==> config.mk <==
export PLATFORM = sky130hd
export DESIGN_NAME = serial_subtractor_4bit
export DESIGN_NICKNAME = d
export VERILOG_FILES = /design/src/rtl/serial_arith_pkg.sv /design/src/rtl/full_subtractor_bit.sv /design/src/rtl/serial_subtractor_4bit.sv
export SDC_FILE = /design/constraint.sdc
export NUM_CORES = 1
export LEC_CHECK = 0
export CORE_MARGIN = 10
export CORE_UTILIZATION = 46
export DETAILED_ROUTE_END_ITERATION = 12
export HOLD_SLACK_MARGIN = 0.1
export PLACE_DENSITY = 0.76
export SYNTH_ARGS = -nofsm -noshare
export SYNTH_HDL_FRONTEND = slang
export SYNTH_SLANG_ARGS = --single-unit
==> constraint.sdc <==
create_clock -name clk -period 1.25 [get_ports clk]
set_input_delay 0.1875 -clock clk [delete_from_list [all_inputs] [get_ports clk]]
set_output_delay 0.1875 -clock clk [all_outputs]
set_load 0.01 [all_outputs]
==> src/rtl/serial_arith_pkg.sv <==
// ============================================================================
// Module   : serial_arith_pkg
// Brief    : Shared types and constants for the bit-serial arithmetic units.
// Revision : 1.0 - initial release
// ============================================================================
`default_nettype none

package serial_arith_pkg;

  localparam int DEFAULT_WIDTH = 4;
  localparam int DEFAULT_CNT_W = $clog2(DEFAULT_WIDTH + 1);

  typedef enum logic [1:0] {
    IDLE  = 2'd0,
    SHIFT = 2'd1,
    DONE  = 2'd2
  } state_e;

  // Bit counter width for a given operand width.
  function automatic int cnt_width(input int width);
    return $clog2(width + 1);
  endfunction

endpackage

`default_nettype wire

==> src/rtl/full_subtractor_bit.sv <==
// ============================================================================
// Module   : full_subtractor_bit
// Brief    : Single-bit combinational full subtractor (a - b - bin).
// Revision : 1.0 - initial release
// ============================================================================
`default_nettype none

module full_subtractor_bit (
  input  logic a,
  input  logic b,
  input  logic bin,
  output logic diff,
  output logic bout
);

  assign diff = a ^ b ^ bin;
  assign bout = (~a & b) | (~(a ^ b) & bin);

endmodule

`default_nettype wire

==> src/rtl/serial_subtractor_4bit.sv <==
// ============================================================================
// Module   : serial_subtractor_4bit
// Brief    : Bit-serial D = A - B - Bin, LSB first, start/done handshake.
//            Define SERIAL_SUB_SIGNED_OVF_EN to add the registered ovf output.
// Revision : 1.0 - initial release
// ============================================================================
`default_nettype none

module serial_subtractor_4bit
  import serial_arith_pkg::*;
#(
  parameter int WIDTH = DEFAULT_WIDTH
) (
  input  logic             clk,
  input  logic             rst_n,
  input  logic             start,
  input  logic [WIDTH-1:0] A,
  input  logic [WIDTH-1:0] B,
  input  logic             Bin,
  output logic [WIDTH-1:0] D,
  output logic             Bout,
  output logic             busy,
  output logic             done
`ifdef SERIAL_SUB_SIGNED_OVF_EN
  ,
  output logic             ovf
`endif
);

  localparam int CNT_W = cnt_width(WIDTH);
  localparam logic [CNT_W-1:0] LAST_CNT = CNT_W'(WIDTH - 1);

  state_e             state_q, state_d;
  logic [WIDTH-1:0]   a_q, a_d;
  logic [WIDTH-1:0]   b_q, b_d;
  logic               brw_q, brw_d;
  logic [WIDTH-1:0]   res_q, res_d;
  logic [CNT_W-1:0]   cnt_q, cnt_d;
  logic [WIDTH-1:0]   d_q, d_d;
  logic               bout_q, bout_d;
  logic               bit_diff, bit_brw;
  logic [WIDTH-1:0]   res_shift;
  logic               load;

  full_subtractor_bit u_fsb (
    .a    (a_q[0]),
    .b    (b_q[0]),
    .bin  (brw_q),
    .diff (bit_diff),
    .bout (bit_brw)
  );

  assign res_shift = {bit_diff, res_q[WIDTH-1:1]};

`ifdef SERIAL_SUB_SIGNED_OVF_EN
  logic a_msb_q, a_msb_d;
  logic b_msb_q, b_msb_d;
  logic ovf_q, ovf_d;
`endif

  always_comb begin
    state_d = state_q;
    a_d     = a_q;
    b_d     = b_q;
    brw_d   = brw_q;
    res_d   = res_q;
    cnt_d   = cnt_q;
    d_d     = d_q;
    bout_d  = bout_q;
    load    = 1'b0;
`ifdef SERIAL_SUB_SIGNED_OVF_EN
    a_msb_d = a_msb_q;
    b_msb_d = b_msb_q;
    ovf_d   = ovf_q;
`endif

    case (state_q)
      IDLE: load = start;
      SHIFT: begin
        a_d   = {1'b0, a_q[WIDTH-1:1]};
        b_d   = {1'b0, b_q[WIDTH-1:1]};
        brw_d = bit_brw;
        res_d = res_shift;
        cnt_d = cnt_q + 1'b1;
        // Results are published only on the final bit so D never shows partial values.
        if (cnt_q == LAST_CNT) begin
          state_d = DONE;
          d_d     = res_shift;
          bout_d  = bit_brw;
`ifdef SERIAL_SUB_SIGNED_OVF_EN
          ovf_d   = (a_msb_q != b_msb_q) && (res_shift[WIDTH-1] != a_msb_q);
`endif
        end
      end
      DONE: begin
        load    = start;
        state_d = IDLE;
      end
      default: state_d = IDLE;
    endcase

    if (load) begin
      state_d = SHIFT;
      a_d     = A;
      b_d     = B;
      brw_d   = Bin;
      cnt_d   = '0;
`ifdef SERIAL_SUB_SIGNED_OVF_EN
      a_msb_d = A[WIDTH-1];
      b_msb_d = B[WIDTH-1];
`endif
    end
  end

  always_ff @(posedge clk or negedge rst_n) begin
    if (!rst_n) begin
      state_q <= IDLE;
      a_q     <= '0;
      b_q     <= '0;
      brw_q   <= 1'b0;
      res_q   <= '0;
      cnt_q   <= '0;
      d_q     <= '0;
      bout_q  <= 1'b0;
    end else begin
      state_q <= state_d;
      a_q     <= a_d;
      b_q     <= b_d;
      brw_q   <= brw_d;
      res_q   <= res_d;
      cnt_q   <= cnt_d;
      d_q     <= d_d;
      bout_q  <= bout_d;
    end
  end

`ifdef SERIAL_SUB_SIGNED_OVF_EN
  always_ff @(posedge clk or negedge rst_n) begin
    if (!rst_n) begin
      a_msb_q <= 1'b0;
      b_msb_q <= 1'b0;
      ovf_q   <= 1'b0;
    end else begin
      a_msb_q <= a_msb_d;
      b_msb_q <= b_msb_d;
      ovf_q   <= ovf_d;
    end
  end

  assign ovf = ovf_q;
`endif

  assign D    = d_q;
  assign Bout = bout_q;
  assign busy = (state_q == SHIFT);
  assign done = (state_q == DONE);

endmodule

`default_nettype wire

==> results of run 1 <==
per-stage QoR:
| stage | cell area, um^2 | hold WS [ns] | setup WS [ns] |
|---|---|---|---|
| 6_report | 1511 | 0.2095 | -0.06761 |
| 5_1_grt | 1511 | 0.2316 | -0.1151 |
| 4_1_cts | 1485 | 0.2179 | -0.07621 |
| 3_5_place_dp | 1388 | 0.4767 | -0.1136 |
| 3_3_place_gp | 1388 | 0.4580 | -0.09797 |
| 2_1_floorplan | 1095 | -0.1081 | -0.02199 |
path summary, 6_finish.rpt:
kind | to | startpoint | slack [ns]
setup / recovery | D[0] | cnt_q[1] | -0.07
hold / removal | cnt_q[0] | rst_n | 0.21
setup reg to reg | D[0] | cnt_q[1] | -0.07
hold reg to reg | Bout | Bout | 0.49
max in group asynchronous | res_q[2] | rst_n | 0.81
min in group clk | Bout | Bout | 0.49
cell usage after synthesis:
master                       n  share of area (%)
sky130_fd_sc_hd__nand3b_2    1                1.1
sky130_fd_sc_hd__a21oi_2     1               0.82
sky130_fd_sc_hd__and3_1      1               0.59
sky130_fd_sc_hd__nand3_1     3                1.4
sky130_fd_sc_hd__a221o_1     1               0.94
sky130_fd_sc_hd__buf_6       1                1.1
sky130_fd_sc_hd__inv_6       1               0.82
sky130_fd_sc_hd__o211a_1     2                1.9
sky130_fd_sc_hd__clkbuf_2    1               0.47
sky130_fd_sc_hd__buf_4       3                2.1
sky130_fd_sc_hd__nor2b_1     5                2.9
sky130_fd_sc_hd__o2bb2ai_1   1               0.82
sky130_fd_sc_hd__mux2_2      5                5.3
sky130_fd_sc_hd__nand2_1    13                4.6
sky130_fd_sc_hd__fa_1        1                1.9
sky130_fd_sc_hd__inv_2       1               0.35
sky130_fd_sc_hd__inv_1       4                1.4
sky130_fd_sc_hd__o21ai_0     6                2.8
sky130_fd_sc_hd__mux2i_1     8                7.5
sky130_fd_sc_hd__dfrtp_1    22                 52
sky130_fd_sc_hd__clkbuf_1    1               0.35
sky130_fd_sc_hd__a211oi_1    4                2.8
sky130_fd_sc_hd__ha_1        2                2.3
sky130_fd_sc_hd__nand2b_1    2                1.2
sky130_fd_sc_hd__a21oi_1     6                2.8
sky130_fd_sc_hd__nor2_1      1               0.35
placed cells by master, fill, tap and decap left out, types with 3 or more instances in the layout:
master                            synthesis  final
sky130_fd_sc_hd__a211oi_1                 4      3
sky130_fd_sc_hd__a21oi_1                  6      5
sky130_fd_sc_hd__buf_4                    3     17
sky130_fd_sc_hd__buf_6                    1      3
sky130_fd_sc_hd__clkbuf_4                 0      3
sky130_fd_sc_hd__clkdlybuf4s50_1          0     11
sky130_fd_sc_hd__dfrtp_1                 22     22
sky130_fd_sc_hd__dlygate4sd2_1            0      5
sky130_fd_sc_hd__inv_2                    1      3
sky130_fd_sc_hd__mux2_4                   0      4
sky130_fd_sc_hd__mux2i_1                  8      8
sky130_fd_sc_hd__nand2_1                 13     12
sky130_fd_sc_hd__nand3_1                  3      3
sky130_fd_sc_hd__nor2b_1                  5      5
sky130_fd_sc_hd__o21ai_0                  6      5
timing repair:
item | 4_1_cts | 5_1_grt
pin swaps | 4 | 0
resized for setup | 25 | 8
endpoints found under the hold margin | 0 | 0
setup endpoints to repair | 14 | 10
buffers inserted | 4 | 1
cloned | 0 | 0
per-layer routing:
| metal | part of all wire, % | GRT usage [%] | vias to the layer above |
|---|---|---|---|
| met5 | 0 | 0 | - |
| met4 | 0.94 | 3.015 | 0 |
| met3 | 4.2 | 2.773 | 4 |
| met1 | 43 | 13.93 | 409 |
| met2 | 52 | 18.95 | 18 |
| li1 | - | - | 411 |
power by group:
part / internal, mW / total, mW / switching, mW / leakage [nW]
clock: 0.178 / 0.400 / 0.222 / 0.0210
combinational: 1.10 / 1.97 / 0.878 / 0.441
sequential: 1.05 / 1.28 / 0.230 / 0.269
total: 2.32 / 3.65 / 1.33 / 0.730
final cells by class:
cell class | instances | share of cell area [%]
Sequential cell | 22 | 36.42
Multi-Input combinational cell | 63 | 33.86
Timing Repair Buffer | 39 | 23.18
Clock buffer | 4 | 2.401
Tap cell | 28 | 2.318
Inverter | 6 | 1.821
cells by family (layout without fill, tap and decap cells):
logic type               after synthesis  after routing  share of synthesized area [%]
adder cells (fa/ha/maj)                3              3                          4.215
AND/OR/NAND/NOR                       26             26                          12.06
AO/OA/AOI/OAI                         21             21                          12.88
multiplexers                          13             13                          12.76
flip-flops                            22             22                          51.52
buffers and inverters                 12             49                          6.556
state kept, by name, indices dropped and copies added, names as in the netlist:
| register | cells |
|---|---|
| brw_q | 1 |
| res_q | 3 |
| b_q | 4 |
| state_q | 2 |
| Bout | 1 |
| cnt_q | 3 |
| D | 4 |
| a_q | 4 |
==> results.toml, run 1 <==
[placement]
dp.final_hpwl_mm = 1.777
io_buffer_count = 18
placed_instances = 153
place.gp.congestion = 0.7691

[setup_path]
critical_path_buf_inv_count = 0
cells_along_the_critical_path = "ha_2 -> ha_4 -> nand3b_4 -> mux2_4"
crit_fanout = 6
crit_family = "flip-flops"
worst_path_max_delay_cell = "sky130_fd_sc_hd__dfrtp_1"
worst-path-stages = 4
worst-r2r-cell-count = 4
crit_arrival_ns = 1.52
required_ns = 1.46
setup.worst_path.start_class = "flip-flop"
timing.setup.critical_path_class = "flip-flop to flip-flop"
end_kind = "flip-flop"
critPathMaxStageDelay_ns = 0.41

[clock_tree]
clkSinkCount = 22
cts_root_buffer = "sky130_fd_sc_hd__clkbuf_4"
clk_pin_slew_worst_paths_ns = 0.12
cts-htree-levels = 1
worst_skew_pair.late_latency_ns = 0.31
clock_buffer_count_from_cts = 3
tritoncts = "built"
post_cts_hold_buffer_count = 0
cts_max_path_buffers = 2

[logic_synthesis]
synth.distinct_cells = 26
synthesis.area_um2 = 1069
syn_inst = 97
synth_warnings = 0
synth_area_per_cell_um2 = 11.02
yosysSeqAreaShare_pct = 51.52
ys_ff_latch = 22
synth_fp_nets = 112

[cells_and_area]
insertedDiodeCount = 0
nNetsFinal = 150
area.sequential_um2 = 550.5
fill_cells = 182
drive_above_1_share_pct = 34.33
final_cell_count_no_fill = 162
finish.utilization_pct = 68.33
area_growth_syn_to_layout_pct = 41.45
multi_input_comb_area_um2 = 511.7

[detailed_routing]
post-route-drc-count = 0
routed_wirelength_mm = 2.440
dr.pass1.iters = 4
avgRoutedWirePerCell_um = 15.06
antenna_violating_nets_post_route = 0
vias = 842
initial_drt_markers = 49
vias_per_cell = 5.198

[die]
rows = 17
io_pins = 19
die_width_um = 68.20
core_ar_um2 = 2212
initial_core_util_pct = 48.30
dieHeight_um = 68.20
dieArea_um2 = 4651

[status]
violations = "setup timing"
status = "complete, but fails checks"

[min_path]
hold_path_class = "primary input to asynchronous set/reset pin"

[timing]
post_route_clock_skew_ns = 0.0009691
grt_setup_unrepaired = "yes"
fmax_mhz = 758.9
final.setup.tns_ns = -0.3547
hold_viol = 0
timing.max_slew.rel_slack_pct = 80.36
period_share_pct = 105.4
post-route-worst-setup-slack_ns = -0.06761
maxSlewViolCount = 0
setup-violations-final = 7
final.min_clock_period_ns = 1.318
worst_slew_pin_slew_ns = 0.2946

[run]
max-cap-violations = 0

[global_routing]
grtUsageTotal_pct = 11.23
grt_pass1_vias = 861
grt_antenna_before_repair = 0
grt_pass1_wl_mm = 4.064
grt_remaining_overflow = 0
grt_start_max_net_pins = 23

[power]
finalPower_mw = 3.653
power_leakage_nw = 0.7305
power_density_normalized_to_cell_area_nw_per_um2 = 2417
power.ir.vdd_worst_v = 0.001575
No activity file was read; power rests on OpenSTA's default activity.
==> run 2, diff against run 1 <==
--- a/config.mk
+++ b/config.mk
@@ -6,10 +6,10 @@
 export NUM_CORES = 1
 export LEC_CHECK = 0
 export CORE_MARGIN = 10
-export CORE_UTILIZATION = 46
+export CORE_UTILIZATION = 50
 export DETAILED_ROUTE_END_ITERATION = 12
 export HOLD_SLACK_MARGIN = 0.1
-export PLACE_DENSITY = 0.76
+export PLACE_DENSITY = 0.78
 export SYNTH_ARGS = -nofsm -noshare
 export SYNTH_HDL_FRONTEND = slang
 export SYNTH_SLANG_ARGS = --single-unit
==> constraint.sdc (replaced) <==
create_clock -name clk -period 1.4 [get_ports clk]
set_input_delay 0.21 -clock clk [delete_from_list [all_inputs] [get_ports clk]]
set_output_delay 0.21 -clock clk [all_outputs]
set_load 0.01 [all_outputs]
==> run 2 against run 1 <==
- the run now ends clean
- count of clock-buffer cells in the layout unchanged
- first-iteration DRC count shrank 73%
- utilization rose by 1.1 points
- hold slack better by 0.032 ns
- fmax fell by 3.6%
- power down 21%
- wire length down 14%
- register-to-register slack gained 0.10 ns
- largest cell class unchanged
==> results.toml, run 2 (same netlist as run 1, synthesis figures left out) <==
[status]
status = "finished, final reports clean"

[timing]
timing.max_slew.rel_slack_pct = 80.89
period_share_pct = 97.66
grt_setup_unrepaired = "yes"
worst_slew_pin_slew_ns = 0.2866
final.min_clock_period_ns = 1.367
hold_viol = 0
setup-violations-final = 0
maxSlewViolCount = 0
post_route_clock_skew_ns = 0.005199
finalHoldWorstSlack_ns = 0.2411
fmax_mhz = 731.4

[die]
rows = 16
core_ar_um2 = 2002
dieArea_um2 = 4386
dieHeight_um = 66.23
initial_core_util_pct = 53.38
io_pins = 19
die_width_um = 66.23

[global_routing]
grtUsageMet2_pct = 17.11
grt_use_met1_pct = 10.91
grt_start_max_net_pins = 23
grt_antenna_before_repair = 0
gr-usage-met3_pct = 4.237
grtUsageTotal_pct = 10.09
grt_remaining_overflow = 0
grt_pass1_vias = 796
grt_most_used_layer = "met2"
grt_pass1_wl_mm = 3.512

[power]
power.share.clock_pct = 11.9
seq_power_share_pct = 38.9
power_density_normalized_to_cell_area_nw_per_um2 = 2066
sw_frac_of_total_pct = 36.34
switching_power_mw = 1.044
pwr-share-comb_pct = 49.2
power_leakage_nw = 0.6606
power.ir.vdd_worst_v = 0.001331
finalPower_mw = 2.871
cell_internal_pwr_mw = 1.828

[setup_path]
crit_path_end = "D[2]"
r2r_slack_ns = 0.03
required_ns = 1.59
timing.critical_path.from = "cnt_q[0]"
crit_arrival_ns = 1.56
timing.setup.critical_path_class = "flip-flop to flip-flop"
reg2reg_from = "cnt_q[0]"
worst-r2r-cell-count = 4
setup.worst_path.start_class = "flip-flop"
crit_fanout = 6
end_kind = "flip-flop"
critical_path.reg2reg.endpoint = "D[2]"

[detailed_routing]
dr.pass1.iters = 4
vias_per_cell = 4.987
antenna_violating_nets_post_route = 0
vias = 758
avgRoutedWirePerCell_um = 13.86
routed_wirelength_mm = 2.106
post-route-drc-count = 0
initial_drt_markers = 13

[cells_and_area]
mostFrequentLayoutCells = "22 x sky130_fd_sc_hd__dfrtp_1, 13 x sky130_fd_sc_hd__nand2_1, 11 x sky130_fd_sc_hd__clkdlybuf4s50_1, 11 x sky130_fd_sc_hd__buf_4, 8 x sky130_fd_sc_hd__mux2i_1"
fill_cells = 162
area.sequential_um2 = 550.5
multi_input_comb_area_um2 = 469.2
final_cell_count_no_fill = 152
finish.utilization_pct = 69.44
area_growth_syn_to_layout_pct = 30.09
layout_commonest_cell = "sky130_fd_sc_hd__dfrtp_1"
nNetsFinal = 141
insertedDiodeCount = 0
drive_above_1_share_pct = 24.00

[clock_tree]
cts_root_buffer = "sky130_fd_sc_hd__clkbuf_4"
tritoncts = "built"
clk_pin_slew_worst_paths_ns = 0.12
cts_max_path_buffers = 2
clkSinkCount = 22
cts-htree-levels = 1
worst_skew_pair.late_latency_ns = 0.30
clock_buffer_count_from_cts = 3

[placement]
placed_instances = 145
place.gp.congestion = 0.7822
io_buffer_count = 18
dp.final_hpwl_mm = 1.571

[run]
max-cap-violations = 0

[min_path]
hold_path_class = "primary input to asynchronous set/reset pin"
-- run 2: changes by cell type in the layout (fill, tap and decap cells not counted), sizes merged --
cell / delta
buf: -10
clkdlybuf4s15: +1
-- run 2: final cells by class --
type / count / share of cell area [%]
Clock buffer: 4 / 2.610
Tap cell: 27 / 2.430
Multi-Input combinational cell: 63 / 33.75
Inverter: 6 / 1.980
Sequential cell: 22 / 39.60
Timing Repair Buffer: 30 / 19.62
-- run 2: metrics by stage --
step	setup slack, ns	instance area, um^2	setup TNS [ns]
6_report	0.03273	1390	0
2_1_floorplan	0.05320	1069	0
3_3_place_gp	0.01333	1320	0
5_1_grt	-0.007969	1390	-0.01445
4_1_cts	-0.004580	1371	-0.004580
3_5_place_dp	-0.02853	1320	-0.1005
-- run 2: timing repair --
action | 4_1_cts | 5_1_grt
gates resized for setup | 13 | 4
setup endpoints to repair | 11 | 7
hold buffers | 0 | 0
setup buffers | 1 | 2
-- run 2: how the worst min path moves through the flow --
stage / end / slack (ns) / depth (start not counted)
5_1_grt: a_q[3] / 0.23 / 2
3_5_place_dp: res_q[2] / 0.47 / 2
4_1_cts: a_q[3] / 0.24 / 2
2_1_floorplan: Bout / -0.09 / 0
3_3_place_gp: Bout / 0.47 / 2
6_report: cnt_q[2] / 0.24 / 2
-- run 2: per-layer routing --
layer,share of wire (%),wire length [um],up-vias
li1,-,-,389
met1,43,915,352
met2,51,1068,15
met3,5.3,112,2
met4,0.43,9,0
met5,0,0,-
-- run 2: critical path, stage by stage (launching register included) --
cell and delay, ns:
sky130_fd_sc_hd__dfrtp_1 0.41, sky130_fd_sc_hd__ha_1 0.20, sky130_fd_sc_hd__ha_2 0.19, sky130_fd_sc_hd__nand3b_4 0.11, sky130_fd_sc_hd__mux2_2 0.34
-- run 2: power groups by stage --
stage / logic (mW) / registers (mW) / clock network (mW)
2_1_floorplan: 0.878 / 1.12 / 0
3_3_place_gp: 1.33 / 1.12 / 0
3_5_place_dp: 1.39 / 1.13 / 0
4_1_cts: 1.37 / 1.11 / 0.359
5_1_grt: 1.58 / 1.16 / 0.387
6_report: 1.41 / 1.12 / 0.342
